==> src/rtl/sim_sample_uart_tx_if.sv <==
// sim_sample_uart_tx_if
//   Groups the sample-capture bus and the UART/status outputs of
//   sim_sample_uart_tx. The simulator-side producer (or a bench) uses the
//   master modport; the UART reader itself uses the slave modport.
//   sample_i     : solver phase toggle, a 1->0 transition marks a new sample
//   v_int_i      : voltage integer part (Q16.16 bits [47:32])
//   v_frac_i     : voltage fraction part (bits [31:16])
//   enable_i     : capture enable
//   clr_ovf_i    : clears the sticky overflow flag
//   tx_o         : UART serial out, idle high
//   busy_o       : high while a frame is being shifted
//   overflow_o   : sticky sample-drop flag
//   fifo_level_o : current FIFO occupancy
interface sim_sample_uart_tx_if #(
    parameter int FIFO_DEPTH = 16
);
    logic                          sample_i;
    logic [15:0]                   v_int_i;
    logic [15:0]                   v_frac_i;
    logic                          enable_i;
    logic                          clr_ovf_i;
    logic                          tx_o;
    logic                          busy_o;
    logic                          overflow_o;
    logic [$clog2(FIFO_DEPTH):0]   fifo_level_o;

    modport master (
        output sample_i, v_int_i, v_frac_i, enable_i, clr_ovf_i,
        input  tx_o, busy_o, overflow_o, fifo_level_o
    );

    modport slave (
        input  sample_i, v_int_i, v_frac_i, enable_i, clr_ovf_i,
        output tx_o, busy_o, overflow_o, fifo_level_o
    );
endinterface

==> src/rtl/sim_sample_uart_tx.sv <==
// sim_sample_uart_tx
//   Captures fixed-point node-voltage samples from the circuit simulator on
//   each falling edge of the solver phase signal, optionally keeps one of
//   every DECIM samples, queues them in a FIFO and streams each one to the
//   host as a 5-byte 8N1 UART frame: 0xA5, v_int[15:8], v_int[7:0],
//   v_frac[15:8], v_frac[7:0].
//   clk_i  : system clock
//   rst_ni : asynchronous active-low reset
//   bus    : sample inputs and UART/status outputs (slave side)
module sim_sample_uart_tx #(
    parameter int CLK_DIV    = 434,
    parameter int FIFO_DEPTH = 16,
    parameter int DECIM      = 1
) (
    input  logic                 clk_i,
    input  logic                 rst_ni,
    sim_sample_uart_tx_if.slave  bus
);
    localparam int AW = $clog2(FIFO_DEPTH);
    localparam int LW = AW + 1;
    localparam int CW = $clog2(CLK_DIV);
    localparam int DW = (DECIM > 1) ? $clog2(DECIM) : 1;

    typedef enum logic [1:0] {IDLE, START, DATA, STOP} state_t;

    function automatic logic [7:0] frame_byte(input logic [31:0] w, input logic [2:0] idx);
        logic [7:0] b;
        case (idx)
            3'd0:    b = 8'hA5;
            3'd1:    b = w[31:24];
            3'd2:    b = w[23:16];
            3'd3:    b = w[15:8];
            default: b = w[7:0];
        endcase
        return b;
    endfunction

    // capture / FIFO state
    logic              s_q;
    logic [DW-1:0]     dcnt_q, dcnt_d;
    logic [31:0]       mem_q [FIFO_DEPTH];
    logic [AW-1:0]     wptr_q, rptr_q;
    logic [LW-1:0]     level_q, level_d;
    logic              ovf_q, ovf_d;

    // transmitter state
    state_t            state_q, state_d;
    logic [CW-1:0]     div_q, div_d;
    logic [2:0]        bit_q, bit_d;
    logic [2:0]        byte_q, byte_d;
    logic [31:0]       shadow_q, shadow_d;
    logic              tx_q, tx_d;
    logic              busy_q, busy_d;

    logic strobe, capture, push_req, push_ok, pop, drop, empty, full, div_last;
    logic [7:0] cur_byte;

    // ---------------- capture, decimation, FIFO bookkeeping ----------------
    always_comb begin
        strobe   = s_q & ~bus.sample_i;
        capture  = strobe & bus.enable_i;
        push_req = capture & (dcnt_q == '0);
        empty    = (level_q == '0);
        full     = (level_q == LW'(FIFO_DEPTH));
        // the transmitter drains the FIFO only from IDLE
        pop      = (state_q == IDLE) & ~empty;
        // a pop on the same edge frees the slot, so a full FIFO still accepts
        push_ok  = push_req & (~full | pop);
        drop     = push_req & full & ~pop;

        dcnt_d = dcnt_q;
        if (capture)
            dcnt_d = (dcnt_q == DW'(DECIM - 1)) ? '0 : dcnt_q + DW'(1);

        case ({push_ok, pop})
            2'b10:   level_d = level_q + LW'(1);
            2'b01:   level_d = level_q - LW'(1);
            default: level_d = level_q;
        endcase

        // a drop on the clearing edge keeps the flag set
        ovf_d = drop ? 1'b1 : (bus.clr_ovf_i ? 1'b0 : ovf_q);
    end

    // ---------------- transmit FSM ----------------
    always_comb begin
        state_d  = state_q;
        div_d    = div_q;
        bit_d    = bit_q;
        byte_d   = byte_q;
        shadow_d = shadow_q;
        div_last = (div_q == CW'(CLK_DIV - 1));

        case (state_q)
            IDLE: begin
                if (pop) begin
                    shadow_d = mem_q[rptr_q];
                    byte_d   = 3'd0;
                    div_d    = '0;
                    state_d  = START;
                end
            end
            START: begin
                if (div_last) begin
                    div_d   = '0;
                    bit_d   = 3'd0;
                    state_d = DATA;
                end else begin
                    div_d = div_q + CW'(1);
                end
            end
            DATA: begin
                if (div_last) begin
                    div_d = '0;
                    if (bit_q == 3'd7) state_d = STOP;
                    else               bit_d   = bit_q + 3'd1;
                end else begin
                    div_d = div_q + CW'(1);
                end
            end
            STOP: begin
                if (div_last) begin
                    div_d = '0;
                    if (byte_q < 3'd4) begin
                        byte_d  = byte_q + 3'd1;
                        state_d = START;
                    end else begin
                        state_d = IDLE;
                    end
                end else begin
                    div_d = div_q + CW'(1);
                end
            end
            default: state_d = IDLE;
        endcase

        // tx/busy are registered from the next state so the pin changes
        // on the same edge as the state and never glitches
        cur_byte = frame_byte(shadow_d, byte_d);
        case (state_d)
            START:   tx_d = 1'b0;
            DATA:    tx_d = cur_byte[bit_d];
            default: tx_d = 1'b1;
        endcase
        busy_d = (state_d != IDLE);
    end

    // FIFO storage needs no reset; only the pointers/level define content
    always_ff @(posedge clk_i) begin
        if (push_ok) mem_q[wptr_q] <= {bus.v_int_i, bus.v_frac_i};
    end

    always_ff @(posedge clk_i or negedge rst_ni) begin
        if (!rst_ni) begin
            s_q      <= 1'b0;
            dcnt_q   <= '0;
            wptr_q   <= '0;
            rptr_q   <= '0;
            level_q  <= '0;
            ovf_q    <= 1'b0;
            state_q  <= IDLE;
            div_q    <= '0;
            bit_q    <= 3'd0;
            byte_q   <= 3'd0;
            shadow_q <= '0;
            tx_q     <= 1'b1;
            busy_q   <= 1'b0;
        end else begin
            s_q      <= bus.sample_i;
            dcnt_q   <= dcnt_d;
            if (push_ok) wptr_q <= wptr_q + AW'(1);
            if (pop)     rptr_q <= rptr_q + AW'(1);
            level_q  <= level_d;
            ovf_q    <= ovf_d;
            state_q  <= state_d;
            div_q    <= div_d;
            bit_q    <= bit_d;
            byte_q   <= byte_d;
            shadow_q <= shadow_d;
            tx_q     <= tx_d;
            busy_q   <= busy_d;
        end
    end

    assign bus.tx_o         = tx_q;
    assign bus.busy_o       = busy_q;
    assign bus.overflow_o   = ovf_q;
    assign bus.fifo_level_o = level_q;
endmodule

==> src/flat_wrapper.sv <==
// flat-port wrapper written by rule: the top's interface ports become plain ports
module sim_sample_uart_tx_flat 
#(
    parameter int CLK_DIV    = 434,
    parameter int FIFO_DEPTH = 16,
    parameter int DECIM      = 1
)
  (clk_i, rst_ni, bus_sample_i, bus_v_int_i, bus_v_frac_i, bus_enable_i, bus_clr_ovf_i, bus_tx_o, bus_busy_o, bus_overflow_o, bus_fifo_level_o);
  sim_sample_uart_tx_if #(.FIFO_DEPTH(FIFO_DEPTH)) bus_i ();
  input  logic clk_i;
  input  logic rst_ni;
  input wire logic [$bits(bus_i.sample_i)-1:0] bus_sample_i;
  input wire logic [$bits(bus_i.v_int_i)-1:0] bus_v_int_i;
  input wire logic [$bits(bus_i.v_frac_i)-1:0] bus_v_frac_i;
  input wire logic [$bits(bus_i.enable_i)-1:0] bus_enable_i;
  input wire logic [$bits(bus_i.clr_ovf_i)-1:0] bus_clr_ovf_i;
  output wire logic [$bits(bus_i.tx_o)-1:0] bus_tx_o;
  output wire logic [$bits(bus_i.busy_o)-1:0] bus_busy_o;
  output wire logic [$bits(bus_i.overflow_o)-1:0] bus_overflow_o;
  output wire logic [$bits(bus_i.fifo_level_o)-1:0] bus_fifo_level_o;
  assign bus_i.sample_i = bus_sample_i;
  assign bus_i.v_int_i = bus_v_int_i;
  assign bus_i.v_frac_i = bus_v_frac_i;
  assign bus_i.enable_i = bus_enable_i;
  assign bus_i.clr_ovf_i = bus_clr_ovf_i;
  assign bus_tx_o = bus_i.tx_o;
  assign bus_busy_o = bus_i.busy_o;
  assign bus_overflow_o = bus_i.overflow_o;
  assign bus_fifo_level_o = bus_i.fifo_level_o;
  sim_sample_uart_tx #(.CLK_DIV(CLK_DIV), .FIFO_DEPTH(FIFO_DEPTH), .DECIM(DECIM)) u_core (.clk_i(clk_i), .rst_ni(rst_ni), .bus(bus_i));
endmodule
==> config.mk <==
export PLATFORM = sky130hd
export DESIGN_NAME = sim_sample_uart_tx_flat
export DESIGN_NICKNAME = d
export VERILOG_FILES = /design/src/rtl/sim_sample_uart_tx_if.sv /design/src/rtl/sim_sample_uart_tx.sv /design/src/flat_wrapper.sv
export SDC_FILE = /design/constraint.sdc
export NUM_CORES = 1
export LEC_CHECK = 0
export CAP_MARGIN = 20
export CELL_PAD_IN_SITES_DETAIL_PLACEMENT = 2
export CELL_PAD_IN_SITES_GLOBAL_PLACEMENT = 2
export CORE_UTILIZATION = 28
export DETAILED_ROUTE_END_ITERATION = 8
export GPL_TIMING_DRIVEN = 1
export PLACE_DENSITY = 0.53
export SLEW_MARGIN = 15
export SYNTH_ARGS = -nofsm -noshare
export SYNTH_HDL_FRONTEND = slang
export SYNTH_SLANG_ARGS = --single-unit
==> constraint.sdc <==
create_clock -name clk_i -period 6.2 [get_ports clk_i]
set_input_delay 1.55 -clock clk_i [delete_from_list [all_inputs] [get_ports clk_i]]
set_output_delay 1.55 -clock clk_i [all_outputs]
set_load 0.005 [all_outputs]
* After elaboration in Yosys (flattened, before gate mapping)
Memory sizes are Yosys's and may differ from the RTL's.
Index checks and enable logic that the tools add are counted.
** Word-level totals
- Bits in registers :: 67
- Bits in writable memories :: 512
- Input bits :: 37
- Output and inout bits :: 8
- Logic and storage cells :: 88
- Memories kept :: 1
** Cells by class
- Add/sub/neg operators :: 8
- Magnitude comparators :: 2
- Equality and inequality tests :: 14
- Multiplexer cells :: 30
- Bitwise logic cells :: 13
- Reductions and logical operators :: 7
** Memories
- u_core.mem_q :: words 16, bits a word 32, read ports 1, clocked after Yosys merged registers in 0, wr ports 1, RTL line sim_sample_uart_tx.sv:41 : logic [31:0] mem_q [FIFO_DEPTH];
** Operator list (count)
- $mux W32 :: 2
- $pmux W8 S4 :: 1
- $mux W3 :: 6
- $mux W9 :: 2
- $pmux W9 S2 :: 1
- $pmux W3 S2 :: 2
- $mux W2 :: 5
- $pmux W5 S2 :: 1
- $add A9 B1 Y9 const B :: 1
- $eq A9 B9 Y1 const B :: 1
- $add A4 B1 Y4 const B :: 2
- $eq A2 B2 Y1 const B :: 4
- $pmux W2 S4 :: 1
- $and A1 B1 Y1 :: 7
- $mux W1 :: 7
- $add A3 B1 Y3 const B :: 2
- $eq A2 B1 Y1 const B :: 3
- $eq A3 B2 Y1 const B :: 2
- $reduce_bool A2 Y1 :: 3
- $add A5 B1 Y5 const B :: 1
- $eq A5 B5 Y1 const B :: 1
- $logic_not A5 Y1 :: 1
- $not A1 Y1 :: 5
- $sub A5 B1 Y5 const B :: 1
- 12 further kinds :: 12

* Depth between registers and ports, before layout
- Word-level depth :: 10
- Gate-level depth with buffers :: 12
- Gate-level depth less buffers :: 12

* Worst setup path before layout
OpenSTA, ideal clock, no wires.
- Path kind :: input port to flip-flop
- Start point :: in bus_sample_i
- End point :: mem u_core.mem_q[0][0], enable pin
- Setup time :: 0.392 ns
- Arrival :: 3.234 ns
- Required time :: 5.808 ns
- Setup slack :: 2.574 ns
- Stages :: 5
- Path buffers :: 1
- Cells stage by stage :: nand3b_1 nor2b_1 clkbuf_1 nor3b_1 and2_1
** On the way
- Cells in the longest elaborated chain, start to end :: 7
** Ends and longest elaborated chain
- start, declared :: RTL line flat_wrapper.sv:12 : input wire logic [$bits(bus_i.sample_i)-1:0] bus_sample_i;
- $not A1 Y1 :: RTL line sim_sample_uart_tx.sv:60 : strobe = s_q & ~bus.sample_i;
- $and A1 B1 Y1 :: RTL line sim_sample_uart_tx.sv:60
- $and A1 B1 Y1 :: RTL line sim_sample_uart_tx.sv:61 : capture = strobe & bus.enable_i;
- $and A1 B1 Y1 :: RTL line sim_sample_uart_tx.sv:62 : push_req = capture & (dcnt_q == '0);
- $and A1 B1 Y1 :: RTL line sim_sample_uart_tx.sv:68 : push_ok = push_req & (~full | pop);
- $mux W1 :: RTL line sim_sample_uart_tx.sv:150 : if (push_ok) mem_q[wptr_q] <= {bus.v_int_i, bus.v_frac_i};
- $mux W1 (not written as such) :: RTL line sim_sample_uart_tx.sv:150
- end, declared :: RTL line sim_sample_uart_tx.sv:41
No other way between the ends.

* Final worst setup path
- Start point :: reg u_core.rptr_q[0]
- End point :: reg u_core.tx_q (netlist: u_core.bus.tx_o)
** On the way
- Cells in the longest elaborated chain, start to end :: 7
** Ends and longest elaborated chain
- start, declared :: RTL line sim_sample_uart_tx.sv:42 : logic [AW-1:0] wptr_q, rptr_q;
- start signal, assigned :: RTL line sim_sample_uart_tx.sv:172 : if (pop) rptr_q <= rptr_q + AW'(1);
- $mem_v2 Z16 W32
- $mux W32 :: RTL line sim_sample_uart_tx.sv:96 : if (pop) begin
- $mux W32 :: RTL line sim_sample_uart_tx.sv:94 : case (state_q)
- net u_core.shadow_d[28] :: RTL line sim_sample_uart_tx.sv:51 : logic [31:0] shadow_q, shadow_d;
- $pmux W8 S4 :: RTL line sim_sample_uart_tx.sv:28 : case (idx)
- $bmux W1 S3 :: RTL line sim_sample_uart_tx.sv:142 : DATA: tx_d = cur_byte[bit_d];
- $mux W1 (not written as such) :: RTL line sim_sample_uart_tx.sv:142
- $pmux W1 S2 :: RTL line sim_sample_uart_tx.sv:140 : case (state_d)
- net u_core.tx_d :: RTL line sim_sample_uart_tx.sv:52 : logic tx_q, tx_d;
- end signal, assigned :: RTL line sim_sample_uart_tx.sv:180 : tx_q <= tx_d;
- end, declared :: RTL line sim_sample_uart_tx.sv:52
The timed path passes the listed nets, and every way through them passes these cells. The select of a mux whose other input is x is not followed.
A chain may end at the register's enable or synchronous reset.

==> impl_metrics.csv <==
group,metric,value,unit
detailed_routing,drt-total-wl,62200,um
yosys,synth_top_family_by_area,"multiplexers",
detailed_routing,wl_per_cell,26.5,um
clocking,clock_path_buffers,3,
finish,nNetsFinal,1285,
floorplanning,start_util,28.4,%
global_route,grt_pass1_wl,91200,um
detailed_routing,vias_per_cell,4.83,
sta,finalCritPeriodShare,59.5,%
critical_path,worstSetupPathType,"reg2reg",
detailed_routing,drcViolationCount,0,
sta,setup-tns-final,0,ps
sta,fmax,271,MHz
place,portBuffers,44,
place,place.gp.congestion,0.722,
clocking,cts_buffers,68,
global_route,grt_util_all_layers,15.4,%
critical_path,cp-start-kind,"register",
sta,hold_violations,0,
yosys,synthCells,1142,
critical_path,crit_path_max_fanout,28,
yosys,synth_edf_count,512,
sta,report.final.slew_viol_count,0,
sta,holdWs,480,ps
detailed_routing,vias,11300,
place,post-dp-hpwl,38500,um
detailed_routing,drtAntennaViolNets,0,
critical_path,arrival,4160,ps
hold_path,min_from,"u_core.shadow_q[11]$_DFF_PN0_",
yosys,ys.flop_type,"edfxtp_1",
finish,drive_gt1_share,23.8,%
yosys,synthArstFlopShare,11.4,%
sta,setup_slack,2510,ps
clocking,hold_buffers,0,
status,status,"completed",
floorplanning,core-area,0.0808,mm^2
sta,setup_viol,0,
floorplanning,die_w,288,um
critical_path,r2r-start,"u_core.rptr_q[0]$_DFFE_PN0N_",
sta,worstMarginPinSlew,1080,ps
clocking,cts_resized,0,
job,drv_cap,0,
yosys,synth_compound_area_share,4.76,%
detailed_routing,first_pass_iters,7,
yosys,yosys_warnings,0,
yosys,synth_xor_area_share,0.420,%
clocking,root_buffer,"clkbuf_16",
global_route,antenna_found_initial,1,
critical_path,critPathLaunch,"u_core.rptr_q[0]$_DFFE_PN0N_",
global_route,grt_max_degree,64,
yosys,avgSynthCellArea,20.1,um^2
yosys,synth_adder_area_share,1.01,%
yosys,synthSimpleGateAreaFrac,2.96,%
clocking,cts_setup_buffers,0,
place,place_ws,1860,ps
sta,clock_skew,29.0,ps
global_route,grt_pass1_vias,12600,
hold_path,worstHoldPathType,"reg2reg",
clocking,cts.clk_slew.worst_paths,60,ps
yosys,synth_seq_cells,578,
yosys,syn_nets,1197,
finish,area_growth,17.0,%
yosys,synth_area,0.0229,mm^2
clocking,clkSinkCount,578,
floorplanning,die_y,288,um
yosys,synth_mux_area_share,14.5,%
power,p_leak,8.75,nW
floorplanning,dieArea,0.0830,mm^2
finish,n_fill_cell,7904,
sta,rsz0062_at_grt,"false",
clocking,clock_latency,610,ps
critical_path,crit_required,6670,ps
finish,seqCellArea,0.0170,mm^2
sta,max-slew-margin-rel,28.0,%
floorplanning,io_pins,45,
critical_path,cp-end-kind,"register",
clocking,cts_max_level,3,
clocking,cts_tree,"yes",
global_route,overflow,0,
yosys,yosysSeqAreaShare,74.3,%
power,ir_drop,174,uV
finish,multiInputGateArea,0.00545,mm^2
floorplanning,rows,104,
yosys,ys_types,67,
power,power_density,328,mW/mm^2
sta,period_minus_slack,3690,ps
detailed_routing,drt_iter0_markers,728,
==> final timing paths <==
kind | to | slack (ps) | depth (start not counted)
max in group asynchronous | u_core.rptr_q[0]$_DFFE_PN0N_ | 4330 | 2
setup reg to reg | u_core.bus.tx_o$_DFF_PN1_ | 2510 | 10
hold / removal | u_core.shadow_q[11]$_DFF_PN0_ | 480 | 1
setup / recovery | u_core.bus.tx_o$_DFF_PN1_ | 2510 | 10
min in group asynchronous | u_core.s_q$_DFF_PN0_ | 910 | 1
hold reg to reg | u_core.shadow_q[11]$_DFF_PN0_ | 480 | 1
==> layer usage <==
layer	GRT usage (%)	vias to the layer above	share of wire [%]
met1	21.2	6178	46
met4	4.54	0	2.3
met3	2.65	88	3.6
li1	-	4861	-
met5	0	-	0
met2	24.8	200	48
==> cell usage in the layout, fill, tap and decap left out, drive strengths merged, types with 3 or more instances in the layout <==
cell,n
nor2,21
ha,17
bufinv,5
a21o,15
mux2i,28
mux2,14
nor3,3
inv,25
nand4,4
o22ai,40
nor2b,3
mux4,128
dfrtp,65
a21oi,31
a211o,6
edfxtp,512
nand2,44
clkdlybuf4s50,43
and2,17
clkinv,12
and3,6
buf,27
a211oi,10
o211ai,4
xnor2,9
nand2b,12
clkbuf,103
o31ai,4
nand3,6
o21ai,29
o311ai,4
==> kinds of logic (layout without fill, tap and decap cells) <==
| group | Yosys count | count (layout) |
|---|---|---|
| XOR/XNOR | 11 | 11 |
| adder cells (fa/ha/maj) | 18 | 18 |
| flip-flops | 578 | 578 |
| other | 0 | 1 |
| buffers and inverters | 75 | 217 |
| multiplexers | 170 | 170 |
| AO/OA/AOI/OAI | 160 | 160 |
| AND/OR/NAND/NOR | 130 | 130 |
==> worst max-delay path, cell delays in order (launching register included) <==
cell,delay (ps)
dfrtp_4,830
buf_4,560
buf_4,340
mux4_2,520
o22ai_1,200
o31ai_1,120
mux2_2,350
nand2_1,100
a211oi_1,90
o211ai_1,220
a41oi_2,150
==> cell type report <==
type / count / area share [%]
repair buffers: 70 / 2.64
clock buffers: 103 / 7.29
multi-input cells: 489 / 20.3
clock inverters: 21 / 0.975
flip-flops and latches: 578 / 63.5
inverters: 23 / 0.322
well taps: 1060 / 4.94
diodes: 1 / 0.00933
==> power breakdown <==
group          switching (mW)  leakage, nW  internal (mW)
clock                    1.61         1.07           2.40
combinational           0.220         2.28          0.141
sequential             0.0665         5.40           4.35
total                    1.90         8.75           6.90
==> flip-flops by register name, indices dropped and copies added (netlist names) <==
signal,count
u_core.bit_q,3
u_core.bus.busy_o,1
u_core.bus.fifo_level_o,5
u_core.bus.overflow_o,1
u_core.bus.tx_o,1
u_core.byte_q,3
u_core.div_q,9
u_core.mem_q,512
u_core.rptr_q,4
u_core.s_q,1
u_core.shadow_q,32
u_core.state_q,2
u_core.wptr_q,4
==> cell usage after synthesis, types with 6 or more instances <==
cell type	n	area (um^2)
ha_1	17	213
a211o_1	6	52.6
mux2i_1	28	280
dfrtp_1	65	1630
o22ai_1	40	250
buf_2	13	65.1
a21o_1	15	113
and3_1	6	37.5
nand3_1	6	30.0
mux2_2	14	158
mux4_2	128	2880
nand2b_1	12	75.1
xnor2_1	9	78.8
nor2_1	21	78.8
o21ai_0	27	135
edfxtp_1	512	15400
nand2_1	43	161
clkbuf_1	6	22.5
inv_1	19	71.3
a21oi_1	26	130
a211oi_1	10	75.1
buf_6	20	225
buf_4	9	67.6
and2_1	17	106
==> metrics by stage <==
stage / instance area [um^2] / cells / utilization (%) / total power [mW]
after global routing: 26800 / 2344 / 33.2 / 9.07
after detailed placement: 24500 / 2217 / 30.4 / 4.87
after global placement: 24500 / 2216 / 30.3 / 4.85
after floorplan: 22900 / 1142 / - / 4.64
after CTS: 26800 / 2341 / 33.1 / 8.90
final: 26800 / 2345 / 33.2 / 8.80
No activity file was read; power rests on OpenSTA's default activity.
